[config.mk]
export PLATFORM = sky130hd
export DESIGN_NAME = issue_scoreboard_flat
export DESIGN_NICKNAME = d
export VERILOG_FILES = /design/src/rtl/riscv_pipe_pkg.sv /design/src/rtl/issue_scoreboard_if.sv /design/src/rtl/reg_busy_table.sv /design/src/rtl/issue_scoreboard.sv /design/src/flat_wrapper.sv
export SDC_FILE = /design/constraint.sdc
export NUM_CORES = 1
export LEC_CHECK = 0
export CAP_MARGIN = 10
export CORE_MARGIN = 3
export CORE_UTILIZATION = 45
export DETAILED_ROUTE_END_ITERATION = 7
export DONT_BUFFER_PORTS = 1
export PLACE_DENSITY = 0.57
export SETUP_SLACK_MARGIN = 0.05
export SLEW_MARGIN = 15
export SYNTH_ARGS = -nofsm -noshare
export SYNTH_HDL_FRONTEND = slang
export SYNTH_SLANG_ARGS = --single-unit
export TNS_END_PERCENT = 20
[constraint.sdc]
create_clock -name clk -period 6.8 [get_ports clk]
set_input_delay 1.36 -clock clk [delete_from_list [all_inputs] [get_ports clk]]
set_output_delay 1.36 -clock clk [all_outputs]
set_load 0.01 [all_outputs]
[src/rtl/riscv_pipe_pkg.sv]
// Shared pipeline types and constants for the issue/writeback path.
// Writeback reservation entry, default latencies and writeback mux encodings.
package riscv_pipe_pkg;

  typedef struct packed {
    logic       valid;
    logic [4:0] rd;
    logic       is_f;
    logic       src;
  } wb_entry_t;

  localparam int INT_LAT_DEF = 3;
  localparam int FPU_LAT_DEF = 5;

  localparam logic WB_SRC_INT = 1'b0;
  localparam logic WB_SRC_FPU = 1'b1;

endpackage

[src/rtl/issue_scoreboard_if.sv]
// Decode-side handshake and writeback strobe bundle of the issue scoreboard.
// slave = scoreboard side, master = decode/register-file side.
interface issue_scoreboard_if;

  logic        dec_valid;
  logic [4:0]  dec_rs1;
  logic [4:0]  dec_rs2;
  logic        dec_rs1_en;
  logic        dec_rs2_en;
  logic        dec_rs1_f;
  logic        dec_rs2_f;
  logic [4:0]  dec_rd;
  logic        dec_rd_we;
  logic        dec_rd_f;
  logic        dec_fpu;
  logic        dec_stall;
  logic        dec_fire;
  logic        wb_we_x;
  logic        wb_we_f;
  logic [4:0]  wb_rd;
  logic        wb_src;
  logic [31:0] busy_x;
  logic [31:0] busy_f;

  modport slave (
    input  dec_valid, dec_rs1, dec_rs2, dec_rs1_en, dec_rs2_en, dec_rs1_f, dec_rs2_f,
           dec_rd, dec_rd_we, dec_rd_f, dec_fpu,
    output dec_stall, dec_fire, wb_we_x, wb_we_f, wb_rd, wb_src, busy_x, busy_f
  );

  modport master (
    output dec_valid, dec_rs1, dec_rs2, dec_rs1_en, dec_rs2_en, dec_rs1_f, dec_rs2_f,
           dec_rd, dec_rd_we, dec_rd_f, dec_fpu,
    input  dec_stall, dec_fire, wb_we_x, wb_we_f, wb_rd, wb_src, busy_x, busy_f
  );

endinterface

[src/rtl/reg_busy_table.sv]
// 32-entry pending-write bitmap with two combinational read ports.
// A set and a clear of the same bit on the same edge leaves the bit set.
module reg_busy_table (
  input  logic        clk,
  input  logic        rst_n,
  input  logic        i_set_en,
  input  logic [4:0]  i_set_idx,
  input  logic        i_clr_en,
  input  logic [4:0]  i_clr_idx,
  input  logic [4:0]  i_rd_a_idx,
  input  logic [4:0]  i_rd_b_idx,
  output logic        o_rd_a,
  output logic        o_rd_b,
  output logic [31:0] o_busy
);

  logic [31:0] r_busy;
  logic [31:0] w_set_mask;
  logic [31:0] w_clr_mask;

  always_comb begin
    w_set_mask = '0;
    w_clr_mask = '0;
    if (i_set_en) w_set_mask[i_set_idx] = 1'b1;
    if (i_clr_en) w_clr_mask[i_clr_idx] = 1'b1;
  end

  always_ff @(posedge clk or negedge rst_n) begin
    if (!rst_n) r_busy <= '0;
    else        r_busy <= (r_busy & ~w_clr_mask) | w_set_mask;
  end

  assign o_rd_a = r_busy[i_rd_a_idx];
  assign o_rd_b = r_busy[i_rd_b_idx];
  assign o_busy = r_busy;

endmodule

[src/rtl/issue_scoreboard.sv]
// Issue controller: reserves writeback slots for in-flight register writes,
// holds decode on RAW/WAW/write-port hazards and drives the register-file strobes.
module issue_scoreboard
  import riscv_pipe_pkg::*;
#(
  parameter int INT_LAT = INT_LAT_DEF,
  parameter int FPU_LAT = FPU_LAT_DEF
) (
  input  logic                clk,
  input  logic                rst_n,
  issue_scoreboard_if.slave   bus
);

  wb_entry_t   r_slot [FPU_LAT];
  wb_entry_t   w_new;
  logic        w_need;
  logic        w_raw;
  logic        w_waw;
  logic        w_port;
  logic        w_stall;
  logic        w_fire;
  logic        w_wb_x;
  logic        w_wb_f;
  logic        w_rs1_bx, w_rs2_bx, w_rs1_bf, w_rs2_bf;
  logic [31:0] w_busy_x;
  logic [31:0] w_busy_f;

  always_comb begin
    // Integer x0 is hardwired; float f0 is a real register.
    w_need  = bus.dec_rd_we & ~(~bus.dec_rd_f & (bus.dec_rd == 5'd0));
    w_raw   = (bus.dec_rs1_en & (bus.dec_rs1_f ? w_rs1_bf : w_rs1_bx)) |
              (bus.dec_rs2_en & (bus.dec_rs2_f ? w_rs2_bf : w_rs2_bx));
    w_waw   = w_need & (bus.dec_rd_f ? w_busy_f[bus.dec_rd] : w_busy_x[bus.dec_rd]);
    // slot[INT_LAT] would shift into slot[INT_LAT-1] on the same edge.
    w_port  = w_need & ~bus.dec_fpu & r_slot[INT_LAT].valid;
    w_stall = bus.dec_valid & (w_raw | w_waw | w_port);
    w_fire  = bus.dec_valid & ~w_stall;

    w_new.valid = 1'b1;
    w_new.rd    = bus.dec_rd;
    w_new.is_f  = bus.dec_rd_f;
    w_new.src   = bus.dec_fpu ? WB_SRC_FPU : WB_SRC_INT;
  end

  always_ff @(posedge clk or negedge rst_n) begin
    if (!rst_n) begin
      for (int i = 0; i < FPU_LAT; i++) r_slot[i] <= '0;
    end else begin
      for (int i = 0; i < FPU_LAT - 1; i++) r_slot[i] <= r_slot[i+1];
      r_slot[FPU_LAT-1] <= '0;
      if (w_fire && w_need) begin
        if (bus.dec_fpu) r_slot[FPU_LAT-1] <= w_new;
        else             r_slot[INT_LAT-1] <= w_new;
      end
    end
  end

  assign w_wb_x = r_slot[0].valid & ~r_slot[0].is_f;
  assign w_wb_f = r_slot[0].valid &  r_slot[0].is_f;

  reg_busy_table u_busy_x (
    .clk        (clk),
    .rst_n      (rst_n),
    .i_set_en   (w_fire & w_need & ~bus.dec_rd_f),
    .i_set_idx  (bus.dec_rd),
    .i_clr_en   (w_wb_x),
    .i_clr_idx  (r_slot[0].rd),
    .i_rd_a_idx (bus.dec_rs1),
    .i_rd_b_idx (bus.dec_rs2),
    .o_rd_a     (w_rs1_bx),
    .o_rd_b     (w_rs2_bx),
    .o_busy     (w_busy_x)
  );

  reg_busy_table u_busy_f (
    .clk        (clk),
    .rst_n      (rst_n),
    .i_set_en   (w_fire & w_need & bus.dec_rd_f),
    .i_set_idx  (bus.dec_rd),
    .i_clr_en   (w_wb_f),
    .i_clr_idx  (r_slot[0].rd),
    .i_rd_a_idx (bus.dec_rs1),
    .i_rd_b_idx (bus.dec_rs2),
    .o_rd_a     (w_rs1_bf),
    .o_rd_b     (w_rs2_bf),
    .o_busy     (w_busy_f)
  );

  assign bus.dec_stall = w_stall;
  assign bus.dec_fire  = w_fire;
  assign bus.wb_we_x   = w_wb_x;
  assign bus.wb_we_f   = w_wb_f;
  assign bus.wb_rd     = r_slot[0].rd;
  assign bus.wb_src    = r_slot[0].src;
  assign bus.busy_x    = w_busy_x;
  assign bus.busy_f    = w_busy_f;

endmodule

[src/flat_wrapper.sv]
// flat-port wrapper written by rule: the top's interface ports become plain ports
module issue_scoreboard_flat import riscv_pipe_pkg::*;
#(
  parameter int INT_LAT = INT_LAT_DEF,
  parameter int FPU_LAT = FPU_LAT_DEF
)
  (clk, rst_n, bus_dec_valid, bus_dec_rs1, bus_dec_rs2, bus_dec_rs1_en, bus_dec_rs2_en, bus_dec_rs1_f, bus_dec_rs2_f, bus_dec_rd, bus_dec_rd_we, bus_dec_rd_f, bus_dec_fpu, bus_dec_stall, bus_dec_fire, bus_wb_we_x, bus_wb_we_f, bus_wb_rd, bus_wb_src, bus_busy_x, bus_busy_f);
  issue_scoreboard_if bus_i ();
  input  logic clk;
  input  logic rst_n;
  input wire logic [$bits(bus_i.dec_valid)-1:0] bus_dec_valid;
  input wire logic [$bits(bus_i.dec_rs1)-1:0] bus_dec_rs1;
  input wire logic [$bits(bus_i.dec_rs2)-1:0] bus_dec_rs2;
  input wire logic [$bits(bus_i.dec_rs1_en)-1:0] bus_dec_rs1_en;
  input wire logic [$bits(bus_i.dec_rs2_en)-1:0] bus_dec_rs2_en;
  input wire logic [$bits(bus_i.dec_rs1_f)-1:0] bus_dec_rs1_f;
  input wire logic [$bits(bus_i.dec_rs2_f)-1:0] bus_dec_rs2_f;
  input wire logic [$bits(bus_i.dec_rd)-1:0] bus_dec_rd;
  input wire logic [$bits(bus_i.dec_rd_we)-1:0] bus_dec_rd_we;
  input wire logic [$bits(bus_i.dec_rd_f)-1:0] bus_dec_rd_f;
  input wire logic [$bits(bus_i.dec_fpu)-1:0] bus_dec_fpu;
  output wire logic [$bits(bus_i.dec_stall)-1:0] bus_dec_stall;
  output wire logic [$bits(bus_i.dec_fire)-1:0] bus_dec_fire;
  output wire logic [$bits(bus_i.wb_we_x)-1:0] bus_wb_we_x;
  output wire logic [$bits(bus_i.wb_we_f)-1:0] bus_wb_we_f;
  output wire logic [$bits(bus_i.wb_rd)-1:0] bus_wb_rd;
  output wire logic [$bits(bus_i.wb_src)-1:0] bus_wb_src;
  output wire logic [$bits(bus_i.busy_x)-1:0] bus_busy_x;
  output wire logic [$bits(bus_i.busy_f)-1:0] bus_busy_f;
  assign bus_i.dec_valid = bus_dec_valid;
  assign bus_i.dec_rs1 = bus_dec_rs1;
  assign bus_i.dec_rs2 = bus_dec_rs2;
  assign bus_i.dec_rs1_en = bus_dec_rs1_en;
  assign bus_i.dec_rs2_en = bus_dec_rs2_en;
  assign bus_i.dec_rs1_f = bus_dec_rs1_f;
  assign bus_i.dec_rs2_f = bus_dec_rs2_f;
  assign bus_i.dec_rd = bus_dec_rd;
  assign bus_i.dec_rd_we = bus_dec_rd_we;
  assign bus_i.dec_rd_f = bus_dec_rd_f;
  assign bus_i.dec_fpu = bus_dec_fpu;
  assign bus_dec_stall = bus_i.dec_stall;
  assign bus_dec_fire = bus_i.dec_fire;
  assign bus_wb_we_x = bus_i.wb_we_x;
  assign bus_wb_we_f = bus_i.wb_we_f;
  assign bus_wb_rd = bus_i.wb_rd;
  assign bus_wb_src = bus_i.wb_src;
  assign bus_busy_x = bus_i.busy_x;
  assign bus_busy_f = bus_i.busy_f;
  issue_scoreboard #(.INT_LAT(INT_LAT), .FPU_LAT(FPU_LAT)) u_core (.clk(clk), .rst_n(rst_n), .bus(bus_i));
endmodule
==> results of run 1 <==
report_power, final:
group	total [W]	internal, W	switching (W)
logic	0.0000661	0.0000335	0.0000326
registers	0.000621	0.000613	0.00000812
clock network	0.000497	0.000262	0.000234
total	0.00118	0.000909	0.000275
layer usage:
metal | part of all wire [%] | global-route usage [%] | vias to the layer above
met5 | 0 | 0 | -
met4 | 3.9 | 11.4 | 0
met3 | 9.8 | 9.18 | 37
met2 | 47 | 40.4 | 243
met1 | 40 | 33.4 | 2212
li1 | - | - | 1877
sequential cells by signal, summed over array words and instances, names as in the netlist:
register,count
u_core.u_busy_f.o_busy,32
u_core.r_slot,32
u_core.bus.wb_src,1
u_core.bus.wb_rd,5
u_core.u_busy_x.o_busy,32
metrics by stage:
| step | std cells | instance area (um2) |
|---|---|---|
| after global placement | 638 | 5550 |
| final | 655 | 5840 |
| after global routing | 654 | 5840 |
| after detailed placement | 638 | 5550 |
| after CTS | 654 | 5840 |
| after floorplan | 510 | 5610 |
final cells by class:
cell class / count / area (um2) / share of cell area, %
Antenna cell: 1 / 2.50 / 0.0429
Clock buffer: 11 / 243 / 4.16
Clock inverter: 5 / 41.3 / 0.707
Inverter: 6 / 22.5 / 0.386
Multi-Input combinational cell: 362 / 2770 / 47.4
Sequential cell: 102 / 2550 / 43.7
Tap cell: 168 / 210 / 3.60
kinds of logic after synthesis:
group,count (synthesis),synth area share (%)
DFF,102,45.5
buffers and inverters,46,5.26
and+or+nand+nor,120,12.0
muxes,75,20.0
AOI/OAI and AO/OA,167,17.2
cell usage after synthesis (all sizes together) (2+ instances only):
master	n	share of area (%)
a221oi	3	0.47
a31o	2	0.31
inv	6	0.40
nand3	17	1.5
a21oi	3	0.27
o22ai	3	0.33
nand2	26	1.7
nor3	5	0.45
o2111ai	2	0.31
or3	5	0.56
nand4	5	0.56
a211oi	4	0.53
buf	25	3.0
or2	4	0.45
a2111oi	4	0.62
nor3b	2	0.47
mux4	27	11
a22oi	5	0.67
nor2	12	0.80
clkbuf	14	1.6
or4	3	0.47
o21ai	126	11
and3	2	0.22
mux2i	41	7.3
a311o	4	0.74
or3b	3	0.47
nand3b	8	1.1
dfrtp	102	45
and2	7	0.78
mux2	7	1.4
nor2b	16	1.8
or2b	2	0.29
worst register-to-register path, stage by stage, from the launching register on:
cell and delay [ns]:
dfrtp_1 0.49, mux4_1 0.55, a22oi_1 0.20, o32ai_1 0.09, or4_1 0.56, a21boi_1 0.15, nand4_1 0.43, or4_1 0.76
o21ai_0 0.22
worst max path at each step:
stage          cells after the start      endpoint            from  slack, ns
3_5_place_dp                       7  bus_dec_fire  bus_dec_rs2[1]       2.09
2_1_floorplan                      8  bus_dec_fire  bus_dec_rs2[3]       2.18
3_3_place_gp                       6  bus_dec_fire   bus_dec_rd[0]       2.08
5_1_grt                            7  bus_dec_fire   bus_dec_rd[0]       1.95
6_report                           7  bus_dec_fire   bus_dec_rd[0]       2.07
4_1_cts                            7  bus_dec_fire   bus_dec_rd[0]       2.07
==> metrics, run 1 <==
status=finished clean; WP data arrival=3.37 ns; Crit path required time=between 5 and 6 ns; worst-path maximum fanout=27; gpl congestion=0.953; Worst setup EP type=output pin; share of layout cells above drive strength 1=11.1%; initial antenna violation count=1; Hold WC Path Type=reg2reg; Hold Path Sink=u_core.bus.wb_rd[3]$_DFF_PN0_; vias per cell=6.67; fin worst setup slack=2.07 ns; Placement Setup Slack=2.09 ns; Tcrit/Tclk final=69.5%; Fin Hold WS=0.350 ns; worst-skew pair later-pin latency=0.35 ns; DRT iter0 DRCs=between 500 and 600; wire per inst=27.4 um; Slew Limit Fails=0; core box area=12100 um2; hold wc startpoint=u_core.r_slot[29]$_DFF_PN0_; Post-CTS Setup Bufs=0; crit path launch type=input pin; vias in the first global route=4285; GRT overflow=0; Vias=4369; Detailed Place HPWL=13000 um; leak pwr=2.10 nW; CTS tree=yes; filler cell count=1133; Initial DRT Pass Iterations=5; critical path's slowest cell=or4_1; cell area after synthesis=5610 um2; IO buf count=0; commonest non-fill, non-tap cell in the layout=dfrtp_1; die height=118 um; CP Class=in2out; largest net degree at the start of global routing=103; clk_skew=~0.0054 ns; worst-margin pin slew=~0.55 ns; CTS Buf Count=9; maximum capacitance violations=0; FP Rows=40; GRT Util Overall=26.1%; Crit path largest cell delay=between 0.5 and 0.6 ns; H-tree depth=3; leading cell types in the layout, fill and taps excluded=102 x dfrtp_1, 96 x o21ai_0, 41 x mux2i_1; setup_tns=0 ns; setup violators final=0; IO Pins=99; post-cts gate resize count=0; synthesized flop and latch total=102; Synth Warn #=0; sequential fraction of the synthesis area=roughly 45%; final wirelength=around 18000 um; FF-to-FF Start=u_core.u_busy_x.o_busy[9]$_DFF_PN0_; top achievable clock speed=~210 MHz; clock buffer depth=2; Mapped Nets=around 540; Die Wd=118 um; clk slew on worst S/H paths=0.07 ns; post-synthesis instance total=510; root buf cell=clkbuf_16; R2R setup slack=between 3 and 4 ns; Area Overhead vs Synth=3.99%; capture point of the worst reg-to-reg path=u_core.u_busy_f.o_busy[7]$_DFF_PN0_; hold buffer count at cts=0; residual DRC count=0; async set-reset flop share out of synthesis=100%; clock tree sinks=roughly 100; worst-path cell chain=mux4_1 -> a22oi_1 -> o32ai_1 -> or4_1 -> nand3_1 -> nor2b_1 -> and2_1; critical path buffer and inverter count=0; wire length of the first global-routing pass=27600 um; PD cells=203 nW/um2; worst-case reg-to-reg path depth=8; Routed Antenna Nets=0; Post-synth EDFFs=0; CP delay by family, top=simple AND/OR/NAND/NOR gates; largest vdd supply drop=0.000149 V; final hold violation count=0; RSZ-0062 raised after global routing=false; syn_area_per_cell=11.0 um2; Final Net Count=506; ys flop type=dfrtp_1; die area=13900 um2; Yosys cell types=61; Final Util=48.2%; min Tclk post-route=4.73 ns; Hold Path Depth=0; Slew Limit Headroom=62.9%; Final Total Pwr=between 0.001 and 0.0015 W; Initial Util=46.4%
(Power assumes the default switching activity.)
==> inputs of run 2 (changes only) <==
PLACE_DENSITY = 0.59   (was 0.57)
clock period = 4.3 ns   (was 6.8 ns; I/O delays follow)
==> run 2 against run 1 <==
Net effect:
- cell count unchanged
- sequential cell count unchanged
- non-clock buffer count is 1 higher
- combinational power is 60% higher
- register-to-register slack lost 2.2 ns
- die area unchanged
- global-route usage decreased by 0.46 points
- critical endpoint unchanged
- largest cell class unchanged
==> metrics, run 2 (synthesis gave the netlist of run 1 again) <==
DRT iter0 DRCs=539 (-0.19%); maximum capacitance violations=0 (unchanged); worst-path cell chain=mux4_2 -> a311o_1 -> a211o_2 -> a41oi_1 -> nand3_1 -> nor2b_1 -> and2_1; root buf cell=clkbuf_16; setup violators final=0 (unchanged); leading cell types in the layout, fill and taps excluded=102 x dfrtp_1, 96 x o21ai_0, 41 x mux2i_1; Area Overhead vs Synth=5.04%; Hold WC Path Type=in2async; Tcrit/Tclk final=88.5%; top achievable clock speed=263 MHz; WP data arrival=2.95 ns (-0.42 ns); FF-to-FF Start=u_core.u_busy_x.o_busy[6]$_DFF_PN0_; CP Class=reg2out; wire length of the first global-routing pass=27200 um (-1.3%); CP Launch Point=u_core.u_busy_x.o_busy[11]$_DFF_PN0_; Crit path required time=3.44 ns (-2.00 ns); IO buf count=0 (unchanged); worst-path maximum fanout=5 (-81%); IO Pins=99 (unchanged); critical path buffer and inverter count=0 (unchanged); Slew Limit Fails=0 (unchanged); vias per cell=6.85 (+2.8%); status=finished clean; number of diodes=0 (-1); Post-CTS Setup Bufs=0 (unchanged); fin worst setup slack=0.494 ns (-1.58 ns); final hold violation count=0 (unchanged); min Tclk post-route=3.81 ns; Initial Util=46.4% (unchanged); Initial DRT Pass Iterations=5 (unchanged); Vias=4490 (+2.8%); hold buffer count at cts=0 (unchanged); post-cts gate resize count=0 (unchanged); Final Net Count=507 (+0.20%); clock buffer depth=2 (unchanged); Placement Setup Slack=0.556 ns (-1.53 ns); Die Wd=118 um (unchanged); R2R setup slack=1.00 ns (-2.24 ns); core box area=12100 um2 (unchanged); number of cells on the critical path=7 (unchanged); share of layout cells above drive strength 1=11.5% (+0.39 points); GRT Util Overall=25.7% (-0.46 points); die height=118 um (unchanged); residual DRC count=0 (unchanged); clk slew on worst S/H paths=0.06 ns (about the same); CP delay by family, top=compound AO/OA/AOI/OAI gates; worst setup path end=bus_dec_fire; die area=13900 um2 (unchanged); critical path's slowest cell=mux4_2; register area=2550 um2 (unchanged); capture point of the worst reg-to-reg path=u_core.u_busy_x.o_busy[5]$_DFF_PN0_; clock tree sinks=102 (unchanged); Routed Antenna Nets=0 (unchanged); Crit path largest cell delay=0.50 ns (-0.06 ns); worst-skew pair later-pin latency=0.36 ns (about the same); CTS Buf Count=9 (unchanged); vias in the first global route=4332 (+1.1%); leak pwr=2.13 nW (+1.4%); Slew Limit Headroom=60.9% (-2.0 points); Worst setup EP type=output pin; final wirelength=17800 um (-0.91%); RSZ-0062 raised after global routing=false; worst-case reg-to-reg path depth=8 (unchanged); crit path launch type=flop; CTS tree=yes; clk_skew=0.0135 ns (+0.00804 ns); wire per inst=27.1 um (-0.91%); Detailed Place HPWL=12600 um (-3.3%); GRT overflow=0 (unchanged); PD cells=339 nW/um2 (+67%); filler cell count=1105 (-2.5%); commonest non-fill, non-tap cell in the layout=dfrtp_1; largest vdd supply drop=0.000274 V (+83%); FP Rows=40 (unchanged); largest net degree at the start of global routing=103 (unchanged); setup_tns=0 ns (unchanged); gpl congestion=0.952 (-0.13%); initial antenna violation count=1 (unchanged); area of the multi-input gates=2770 um2 (unchanged); worst-margin pin slew=0.585 ns (+0.0304 ns); H-tree depth=3 (unchanged)
run 2: cell count changes in the layout (fill, tap and decap cells not counted), sizes merged:
cell / before / now
inv: 8 / 9
clkbuf: 11 / 10
buf: 0 / 1
clkinv: 2 / 0
bufinv: 0 / 2
diode: 1 / 0
run 2: how the worst min path moves through the flow:
stage	endpoint	slack, ns	cells past startpoint
final	u_core.u_busy_f.o_busy[7]$_DFF_PN0_	0.20	0
after detailed placement	u_core.bus.wb_rd[0]$_DFF_PN0_	0.33	0
after floorplan	u_core.bus.wb_rd[0]$_DFF_PN0_	0.33	0
after global routing	u_core.u_busy_x.o_busy[27]$_DFF_PN0_	0.18	0
after global placement	u_core.r_slot[33]$_DFF_PN0_	0.33	0
after CTS	u_core.u_busy_f.o_busy[12]$_DFF_PN0_	0.18	0
run 2: per-layer routing:
layer	track usage (%)	vias up	wire length, um
li1	-	1880	-
met1	32.1	2260	6740
met2	37.7	287	7880
met3	11.2	61	2160
met4	13.3	2	981
met5	0	-	12
run 2: metrics by stage:
step / cell area [um2] / utilization [%] / power (W) / std cells / hold WS (ns)
after CTS: 5900 / 48.7 / 0.00201 / 655 / 0.182
final: 5900 / 48.7 / 0.00200 / 655 / 0.202
after detailed placement: 5560 / 45.9 / 0.00110 / 639 / 0.335
after floorplan: 5610 / - / 0.00112 / 510 / 0.331
after global routing: 5900 / 48.7 / 0.00206 / 655 / 0.177
after global placement: 5560 / 45.9 / 0.00110 / 639 / 0.332
run 2: worst reg2reg max path, stage by stage (launching register included):
cell	delay, ns
dfrtp_1	0.49
mux4_1	0.57
a311o_2	0.40
or4_1	0.43
a21boi_1	0.15
nand4_1	0.10
buf_4	0.19
or4_1	0.62
o21ai_0	0.25
run 2: where the power goes:
group / internal [W] / total (W) / switching [W]
clock network: 0.000536 / 0.000914 / 0.000378
logic: 0.0000538 / 0.000106 / 0.0000518
registers: 0.000969 / 0.000982 / 0.0000136
total: 0.00156 / 0.00200 / 0.000443
run 2: layout make-up:
cell class	count	area share, %
clock buffers	10	4.05
well taps	168	3.56
flip-flops and latches	102	43.3
clock inverters	6	1.68
repair buffers	1	0.127
inverters	6	0.382
multi-input cells	362	46.9
==> inputs of run 3 (changes only) <==
CORE_UTILIZATION = 25   (was 45)
PLACE_DENSITY = 0.37   (was 0.59)
==> run 3 against run 2 <==
Net effect:
- wire length rose by 24%
- utilization is 21 points lower
- first-iteration DRC count down 4.8%
- clock skew barely moved
- sequential power is essentially flat
- die area up 75%
- largest cell class unchanged
- largest power group unchanged
==> metrics, run 3 (synthesis gave the netlist of run 1 again) <==
status=finished clean; leak pwr=2.12 nW (-0.58%); M3 GR Usage=6.91% (-4.3 points); largest vdd supply drop=0.000143 V (-48%); Post-CTS Setup Bufs=0 (unchanged); commonest non-fill, non-tap cell in the layout=dfrtp_1; gpl congestion=0.813 (-15%); clock tree sinks=102 (unchanged); GRT overflow=0 (unchanged); Initial DRT Pass Iterations=5 (unchanged); die area=24300 um2 (+75%); register area=2550 um2 (unchanged); core box area=22000 um2 (+81%); Crit path required time=3.44 ns (about the same); FP Rows=54 (+35%); worst-skew pair later-pin latency=0.37 ns (about the same); share of layout cells above drive strength 1=11.5% (unchanged); number of diodes=0 (unchanged); non-filler cells, final=767 (+17%); Hold WC Path Type=in2async; Final Net Count=507 (unchanged); top achievable clock speed=266 MHz (+1.1%); IO buf count=0 (unchanged); initial antenna violation count=0 (-1); crit path launch type=flop; PD cells=325 nW/um2 (-4.3%); CTS Buf Count=9 (unchanged); WP data arrival=2.90 ns (-0.05 ns); worst-path maximum fanout=5 (unchanged); wire per inst=28.8 um (+6.1%); hold buffer count at cts=0 (unchanged); RSZ-0062 raised after global routing=false; largest net degree at the start of global routing=103 (unchanged); Initial Util=25.6% (-21 points); GR peak layer=met2; Die Wd=156 um (+32%); wire length of the first global-routing pass=32100 um (+18%); CP Class=reg2out; H-tree depth=3 (unchanged); clock buffer depth=2 (unchanged); final hold violation count=0 (unchanged); setup violators final=0 (unchanged); leading cell types in the layout, fill and taps excluded=102 x dfrtp_1, 96 x o21ai_0, 41 x mux2i_1; worst-margin pin slew=0.651 ns (+0.0660 ns); post-cts gate resize count=0 (unchanged); Vias=4462 (-0.62%); Worst setup EP type=output pin; Routed Antenna Nets=0 (unchanged); GRT Util Overall=18.2% (-7.5 points); residual DRC count=0 (unchanged); CTS tree=yes; vias per cell=5.82 (-15%); filler cell count=2265 (+100%); IO Pins=99 (unchanged); area of the multi-input gates=2770 um2 (unchanged); root buf cell=clkbuf_16; # placed instances=751 (+18%); Tcrit/Tclk final=87.5% (-1.0 points); met2 GRT Util=27.0% (-11 points); die height=156 um (+32%); final wirelength=22100 um (+24%); vias in the first global route=4292 (-0.92%); Area Overhead vs Synth=7.06%; maximum capacitance violations=0 (unchanged); setup_tns=0 ns (unchanged); DRT iter0 DRCs=513 (-4.8%); met1 usage=24.6% (-7.5 points); clk_skew=0.0139 ns (+0.000420 ns); clk slew on worst S/H paths=0.08 ns (+0.02 ns); Slew Limit Headroom=55.5% (-5.4 points); Slew Limit Fails=0 (unchanged); Detailed Place HPWL=15900 um (+27%); min Tclk post-route=3.76 ns (-0.0429 ns)
[run 3: cell count changes in the layout (fill, tap and decap cells not counted), sizes merged]
cell      before  now
clkbuf        10    9
clkinv         0    4
clkinvlp       1    0
bufinv         2    0
[run 3: metal layers]
layer | routed length (um) | up-vias
li1 | - | 1886
met3 | 2270 | 29
met5 | 0 | -
met1 | 9380 | 2332
met4 | 493 | 0
met2 | 9950 | 215
[run 3: path summary, 6_finish.rpt]
path / start / slack, ns / endpoint / depth (start not counted)
worst min-delay path: rst_n / 0.19 / u_core.r_slot[17]$_DFF_PN0_ / 0
worst min register to register: u_core.r_slot[27]$_DFF_PN0_ / 0.35 / u_core.bus.wb_rd[1]$_DFF_PN0_ / 0
worst max-delay path: u_core.u_busy_x.o_busy[11]$_DFF_PN0_ / 0.54 / bus_dec_fire / 7
worst max register to register: u_core.u_busy_x.o_busy[3]$_DFF_PN0_ / 1.02 / u_core.u_busy_f.o_busy[7]$_DFF_PN0_ / 8
max in group asynchronous: rst_n / 3.91 / u_core.u_busy_x.o_busy[27]$_DFF_PN0_ / 0
min in group clk: u_core.r_slot[27]$_DFF_PN0_ / 0.35 / u_core.bus.wb_rd[1]$_DFF_PN0_ / 0
[run 3: area by class of cell]
class                   instances  area share [%]
flip-flops and latches        102            42.5
clock buffers                   9            3.75
repair buffers                  1           0.125
inverters                       6           0.375
well taps                     280            5.83
clock inverters                 7            1.44
multi-input cells             362            46.0
[run 3: critical path, stage by stage, from the launching register on]
cell and delay, ns:
dfrtp_1 0.48, mux4_2 0.50, a311o_1 0.35, a211o_2 0.30
a41oi_1 0.30, nand3_1 0.12, nor2b_1 0.26, and2_1 0.23
[run 3: power by group]
| part | switching (W) | internal [W] | leakage [nW] |
|---|---|---|---|
| sequential | 0.0000145 | 0.000968 | 1.09 |
| combinational | 0.0000519 | 0.0000536 | 0.870 |
| clock | 0.000447 | 0.000418 | 0.151 |
| total | 0.000513 | 0.00144 | 2.12 |
[run 3: stage by stage]
stage	total power [W]	cell area [um2]	setup slack, ns	utilization [%]	hold slack, ns
final	0.00195	6010	0.537	27.4	0.194
after global placement	0.00111	5700	0.518	26.0	0.332
after detailed placement	0.00111	5700	0.496	26.0	0.335
after CTS	0.00197	6010	0.475	27.4	0.175
after global routing	0.00202	6010	0.415	27.4	0.167
after floorplan	0.00112	5610	0.676	-	0.331
